File: src/rtl/uart_tx_buffer_pkg.sv
// rtl/uart_tx_buffer_pkg.sv - shared UART types and constants
// Buffer FSM states and character width used by the TX buffer slice.
package uartUtil;

  localparam int UART_DATA_BITS = 8;

  typedef enum logic {
    BUF_IDLE   = 1'b0,
    BUF_ACTIVE = 1'b1
  } tx_buf_state_t;

endpackage

File: src/rtl/uart_tx_buffer_if.sv
// rtl/uart_tx_buffer_if.sv - host write / transmitter handshake bundle
// master = host plus transmitter side, slave = the buffer itself.
interface uart_tx_buffer_if
  import uartUtil::*;
#(
  parameter int DEPTH = 16
);

  localparam int LW = $clog2(DEPTH) + 1;

  logic                      wr_valid;
  logic [UART_DATA_BITS-1:0] wr_data;
  logic                      wr_ready;
  logic                      send;
  logic [UART_DATA_BITS-1:0] byte_out;
  logic                      done;
  logic [LW-1:0]             level;
  logic                      busy;
  logic                      ovf_clr;
  logic                      overflow;

  modport master (
    output wr_valid, wr_data, done, ovf_clr,
    input  wr_ready, send, byte_out, level, busy, overflow
  );

  modport slave (
    input  wr_valid, wr_data, done, ovf_clr,
    output wr_ready, send, byte_out, level, busy, overflow
  );

endinterface

File: src/rtl/uart_tx_buffer_fifo_mem.sv
// rtl/uart_tx_buffer_fifo_mem.sv - DEPTH x byte storage array
// Synchronous write port, asynchronous read port for the head byte.
module uart_fifo_mem
  import uartUtil::*;
#(
  parameter int DEPTH = 16,
  parameter int AW    = $clog2(DEPTH)
) (
  input  logic                      clk,
  input  logic                      we,
  input  logic [AW-1:0]             waddr,
  input  logic [UART_DATA_BITS-1:0] wdata,
  input  logic [AW-1:0]             raddr,
  output logic [UART_DATA_BITS-1:0] rdata
);

  logic [UART_DATA_BITS-1:0] mem [DEPTH];

  always_ff @(posedge clk) begin
    if (we) begin
      mem[waddr] <= wdata;
    end
  end

  assign rdata = mem[raddr];

endmodule

File: src/rtl/uart_tx_buffer.sv
// rtl/uart_tx_buffer.sv - byte FIFO feeding the UART transmitter send/byte/done handshake
// Optional sticky overflow flag: UART_TX_BUF_OVERFLOW_EN.
module uart_tx_buffer
  import uartUtil::*;
#(
  parameter int DEPTH = 16
) (
  input  logic             clk,
  input  logic             rst,
  uart_tx_buffer_if.slave  bus
);

  localparam int AW = $clog2(DEPTH);
  localparam int LW = AW + 1;

  logic [AW-1:0] rd_ptr;
  logic [AW-1:0] wr_ptr;
  logic [LW-1:0] level;
  logic [LW-1:0] level_next;
  logic          push;
  logic          pop;
  tx_buf_state_t state;
  tx_buf_state_t state_next;

  // Full is decided from registered level only, so a same-cycle done never opens a slot.
  assign bus.wr_ready = (level != LW'(DEPTH));
  assign push         = bus.wr_valid && bus.wr_ready;
  assign pop          = bus.done && (level != '0);

  always_comb begin
    level_next = level;
    if (push && !pop) begin
      level_next = level + LW'(1);
    end else if (pop && !push) begin
      level_next = level - LW'(1);
    end
  end

  always_ff @(posedge clk) begin
    if (rst) begin
      rd_ptr <= '0;
      wr_ptr <= '0;
      level  <= '0;
    end else begin
      if (push) begin
        wr_ptr <= wr_ptr + AW'(1);
      end
      if (pop) begin
        rd_ptr <= rd_ptr + AW'(1);
      end
      level <= level_next;
    end
  end

  always_ff @(posedge clk) begin
    if (rst) begin
      state <= BUF_IDLE;
    end else begin
      state <= state_next;
    end
  end

  always_comb begin
    state_next = state;
    case (state)
      BUF_IDLE: begin
        if (level_next != '0) begin
          state_next = BUF_ACTIVE;
        end
      end
      BUF_ACTIVE: begin
        if (pop && !push && (level == LW'(1))) begin
          state_next = BUF_IDLE;
        end
      end
      default: state_next = BUF_IDLE;
    endcase
  end

  assign bus.busy  = (state == BUF_ACTIVE);
  assign bus.level = level;

  // During the stop bit, keep send high only if another byte follows the head.
  assign bus.send = bus.done ? (level >= LW'(2)) : (level != '0);

  uart_fifo_mem #(
    .DEPTH (DEPTH),
    .AW    (AW)
  ) u_mem (
    .clk   (clk),
    .we    (push),
    .waddr (wr_ptr),
    .wdata (bus.wr_data),
    .raddr (rd_ptr),
    .rdata (bus.byte_out)
  );

`ifdef UART_TX_BUF_OVERFLOW_EN
  logic overflow_q;

  always_ff @(posedge clk) begin
    if (rst) begin
      overflow_q <= 1'b0;
    end else if (bus.wr_valid && !bus.wr_ready) begin
      overflow_q <= 1'b1;
    end else if (bus.ovf_clr) begin
      overflow_q <= 1'b0;
    end
  end

  assign bus.overflow = overflow_q;
`else
  logic ovf_clr_unused;
  assign ovf_clr_unused = bus.ovf_clr;
  assign bus.overflow   = 1'b0;
`endif

endmodule

File: src/flat_wrapper.sv
// flat-port wrapper written by rule: the top's interface ports become plain ports
module uart_tx_buffer_flat import uartUtil::*;
#(
  parameter int DEPTH = 16
)
  (clk, rst, bus_wr_valid, bus_wr_data, bus_done, bus_ovf_clr, bus_wr_ready, bus_send, bus_byte_out, bus_level, bus_busy, bus_overflow);
  uart_tx_buffer_if #(.DEPTH(DEPTH)) bus_i ();
  input  logic clk;
  input  logic rst;
  input wire logic [$bits(bus_i.wr_valid)-1:0] bus_wr_valid;
  input wire logic [$bits(bus_i.wr_data)-1:0] bus_wr_data;
  input wire logic [$bits(bus_i.done)-1:0] bus_done;
  input wire logic [$bits(bus_i.ovf_clr)-1:0] bus_ovf_clr;
  output wire logic [$bits(bus_i.wr_ready)-1:0] bus_wr_ready;
  output wire logic [$bits(bus_i.send)-1:0] bus_send;
  output wire logic [$bits(bus_i.byte_out)-1:0] bus_byte_out;
  output wire logic [$bits(bus_i.level)-1:0] bus_level;
  output wire logic [$bits(bus_i.busy)-1:0] bus_busy;
  output wire logic [$bits(bus_i.overflow)-1:0] bus_overflow;
  assign bus_i.wr_valid = bus_wr_valid;
  assign bus_i.wr_data = bus_wr_data;
  assign bus_i.done = bus_done;
  assign bus_i.ovf_clr = bus_ovf_clr;
  assign bus_wr_ready = bus_i.wr_ready;
  assign bus_send = bus_i.send;
  assign bus_byte_out = bus_i.byte_out;
  assign bus_level = bus_i.level;
  assign bus_busy = bus_i.busy;
  assign bus_overflow = bus_i.overflow;
  uart_tx_buffer #(.DEPTH(DEPTH)) u_core (.clk(clk), .rst(rst), .bus(bus_i));
endmodule
File: config.mk
export PLATFORM = sky130hd
export DESIGN_NAME = uart_tx_buffer_flat
export DESIGN_NICKNAME = d
export VERILOG_FILES = /design/src/rtl/uart_tx_buffer_pkg.sv /design/src/rtl/uart_tx_buffer_if.sv /design/src/rtl/uart_tx_buffer_fifo_mem.sv /design/src/rtl/uart_tx_buffer.sv /design/src/flat_wrapper.sv
export SDC_FILE = /design/constraint.sdc
export NUM_CORES = 1
export LEC_CHECK = 0
export CAP_MARGIN = 5
export CORE_UTILIZATION = 45
export DETAILED_ROUTE_END_ITERATION = 16
export PLACE_DENSITY = 0.73
export SYNTH_ARGS = -nofsm -noshare
export SYNTH_HDL_FRONTEND = slang
export SYNTH_HIERARCHICAL = 1
export SYNTH_SLANG_ARGS = --single-unit
File: constraint.sdc
create_clock -name clk -period 3.26 [get_ports clk]
set_clock_uncertainty 0.2 [all_clocks]
set_input_delay 0.815 -clock clk [delete_from_list [all_inputs] [get_ports clk]]
set_output_delay 0.815 -clock clk [all_outputs]
set_load 0.005 [all_outputs]
==> metrics.md <==
| Metric | Value |
|---|---|
| Status | `completed` |
| Tcrit/Tclk final | `0.966` |
| Dominant cells by area after synthesis | `edfxtp_1, mux4_2, mux4_1` |
| CTS clk-pin slew, worst paths | `around 0.060 ns` |
| Area Overhead vs Synth | `22.8%` |
| Compound-cell area share of the yosys netlist | `0.0454` |
| Mapped Cells | `around 330` |
| Lkg Pwr | `approximately 2.5 nW` |
| Routability Congestion | `0.831` |
| Placed Instances | `~540` |
| Hold_ws | `between 0.3 and 0.4 ns` |
| Root Driver | `clkbuf_16` |
| Multiplexer area fraction after synthesis | `0.137` |
| Startpoint type of the worst setup path | `input pin` |
| WL/cell | `between 20 and 25 um` |
| All-Layer GR Usage | `0.196` |
| TritonRoute pass-1 iters | `4` |
| # IOs | `30` |
| Max_cap viols | `0` |
| Synth Area in XOR/XNOR | `0.0132` |
| Final Util | `0.572` |
| DR DRC count | `0` |
| Htree depth | `4` |
| Worst-skew pair later-pin latency | `0.41 ns` |
| RSZ-0062 raised after global routing | `false` |
| Vias per inst | `5.69` |
| Post-route ant nets | `0` |
| Slew @ Worst Pin | `0.570 ns` |
| Worst reg2reg startpoint | `u_core/bus.level[0]$_SDFF_PP0_` |
| Initial Util | `0.466` |
| DR top layer | `met4` |
| Worst min-delay path class | `register to register` |
| Post-synth top area share | `0.646` |
| Vias | `approximately 3300` |
| DR iter-0 viols | `about 280` |
| Distinct cells, synth | `53` |
| Cts bufs inserted | `17` |
| Clock Tree Buf Depth | `2` |
| FMAX | `around 0.32 GHz` |
| Required @ worst endpoint | `about 2.2 ns` |
| Number of fill cells | `between 900 and 1000` |
| Die Span Y | `~120 um` |
| Hold Path Sink | `u_core/rd_ptr[1]$_SDFFE_PP0P_` |
| Metal-1 WL | `5300 um` |
| Vias in the first global route | `about 3400` |
| Number of synthesized flops with an enable pin | `around 130` |
| Crit Path Max Fanout | `4` |
| Share of layout cells above drive strength 1 | `0.293` |
| Final wirelength | `12300 um` |
| IO buf count | `27` |
| Die X-Extent | `between 100 and 150 um` |
| Die area | `roughly 14000 um^2` |
| CP Capture Type | `output port` |
| Fin crit period | `~3.1 ns` |
| Syn Area/Cell | `around 18 um^2` |
| Top FF cell, synth | `edfxtp_1` |
| Nets | `approximately 420` |
| Post-Synth Adder-Cell Area | `0.0147` |
| Initial antenna violation count | `0` |
| Final setup violation count | `0` |
| IR drop worst, VDD | `0.466 mV` |
| Largest family of logic cells by synthesized area | `multiplexers` |
| Core box area | `12800 um^2` |
| Worst setup margin | `approximately 0.11 ns` |
| Synth Net Count | `roughly 350` |
| Setup Crit Path Kind | `input pin to output port` |
| Total grt overflow | `0` |
| Worst reg-to-reg setup slack | `around 0.52 ns` |
| Worst slew margin | `0.619` |
| Inserted Diodes | `0` |
| Max-slew violations | `0` |
| Post-DP HPWL | `7570 um` |
| Met3 WL post-DR | `around 600 um` |
| Syn Std Cell Area | `5950 um^2` |
| Largest net degree at the start of global routing | `33` |
| CP arrival | `2.13 ns` |
| Pre-CTS setup slack | `0.0712 ns` |
| Crit path from | `bus_done` |
| Fin. Hold Viols | `0` |
| R2R depth | `7` |
| Setup tns final | `0 ns` |
| Std-Cell Rows | `41` |
| Async SR Flop Fraction | `0` |
| Worst hold path depth | `2` |
| CTS tree | `built` |
| Yosys warning count | `6` |
| RR Endpoint | `u_core/u_mem/mem[0][3]$_DFFE_PP_` |
| Seq/Total Area, Yosys | `0.693` |
| CTS Hold Bufs | `0` |
| Yosys reg bits | `142` |
| Fin cells | `between 500 and 600` |
| Met2 wire length | `just over 6000 um` |
| First-pass GRT wire length | `roughly 19000 um` |
| Min-delay src | `u_core/rd_ptr[1]$_SDFFE_PP0P_` |
| Yosys top cell by area | `edfxtp_1` |
| CTS sink count | `142` |
| Post-Synth Simple-Gate Area | `0.0702` |
| P per Cell Area | `about 750 nW/um^2` |
## sequential cells by signal, indices dropped and copies added, names as in the netlist
register          cells
u_core/u_mem/mem    128
u_core/bus.level      5
u_core/rd_ptr         4
u_core/wr_ptr         4
u_core/bus.busy       1
## layer usage
metal,up-vias,track usage
met5,-,0
met4,0,0.0641
met3,13,0.0489
met2,132,0.334
met1,1684,0.247
li1,1477,-
## report_power, final
group	total (mW)	leakage, nW	switching, mW	internal (mW)
Combinational	1.43	0.939	0.638	0.797
Sequential	2.22	1.27	0.129	2.09
Clock	1.85	0.268	0.723	1.12
Total	5.50	2.48	1.49	4.01
## worst max-delay path by stage
stage	endpoint
after CTS	bus_byte_out[2]
after floorplan	u_core/u_mem/mem[2][0]$_DFFE_PP_
after detailed placement	bus_send
after global routing	bus_byte_out[5]
final	bus_send
after global placement	bus_send
## critical path, cell delays in order
cell	delay [ns]
clkdlybuf4s50_1	0.49
inv_2	0.07
o31ai_2	0.23
nand2_1	0.08
clkdlybuf4s50_1	0.45
## cell families (layout without fill, tap and decap cells)
logic type      count (synthesis)  in the layout
flops                         142            142
simple gates                   78             78
compound gates                 36             36
mux                            36             36
buf+inv                        22            100
xor+xnor                        9              9
fa+ha+maj                       7              7
other cells                     1              1
## metrics by stage
| stage | power (mW) | instance area, um^2 |
|---|---|---|
| detailed placement | 3.51 | 6550 |
| global placement | 3.48 | 6550 |
| finish | 5.50 | 7310 |
| CTS | 5.50 | 7300 |
| floorplan | 3.08 | 5960 |
| global route | 5.72 | 7310 |
## cell usage after synthesis (2+ instances only)
master / number
a21oi_1: 2
a22oi_1: 18
a31oi_1: 3
buf_2: 3
buf_4: 4
buf_6: 5
clkbuf_1: 3
clkdlybuf4s25_2: 3
dfxtp_1: 14
edfxtp_1: 128
ha_1: 7
inv_1: 4
mux2i_1: 4
mux4_1: 14
mux4_2: 18
nand2_1: 18
nand2b_1: 2
nand3_1: 2
nand3b_1: 2
nand4_1: 2
nor2_1: 25
nor3_1: 9
nor4_1: 2
o21ai_0: 3
xnor2_1: 3
xor2_1: 6
## cell usage in the layout (no fill, tap or decap), drive strengths merged, types with 3 or more instances in the layout
cell           netlist  layout
mux2i                4       4
a22oi               18      18
clkbuf               3      21
ha                   7       7
nand2               18      18
xor2                 6       6
o21ai                4       4
a31oi                3       3
dlymetal6s2s         0       4
nor3                 9       9
clkdlybuf4s50        0      19
inv                  4       5
buf                 12      35
dfxtp               14      14
clkinvlp             0       5
edfxtp             128     128
xnor2                3       3
clkinv               0       6
nor2                26      26
mux4                32      32
## layout make-up
class | count | area, um^2 | area share
clock buffers | 18 | 429 | 0.0587
clock inverters | 14 | 145 | 0.0199
inverters | 4 | 15.0 | 0.00205
multi-input cells | 167 | 1710 | 0.234
flip-flops and latches | 142 | 4130 | 0.565
well taps | 172 | 215 | 0.0294
repair buffers | 64 | 667 | 0.0912
## timing repair
action | in CTS | in global routing
resized for setup | 20 | 22
setup endpoints to repair | 8 | 10
buffers inserted | 3 | 1
cloned | 3 | 0
pin swaps | 6 | 8
Note: power is estimated with default switching activity, not from simulation.
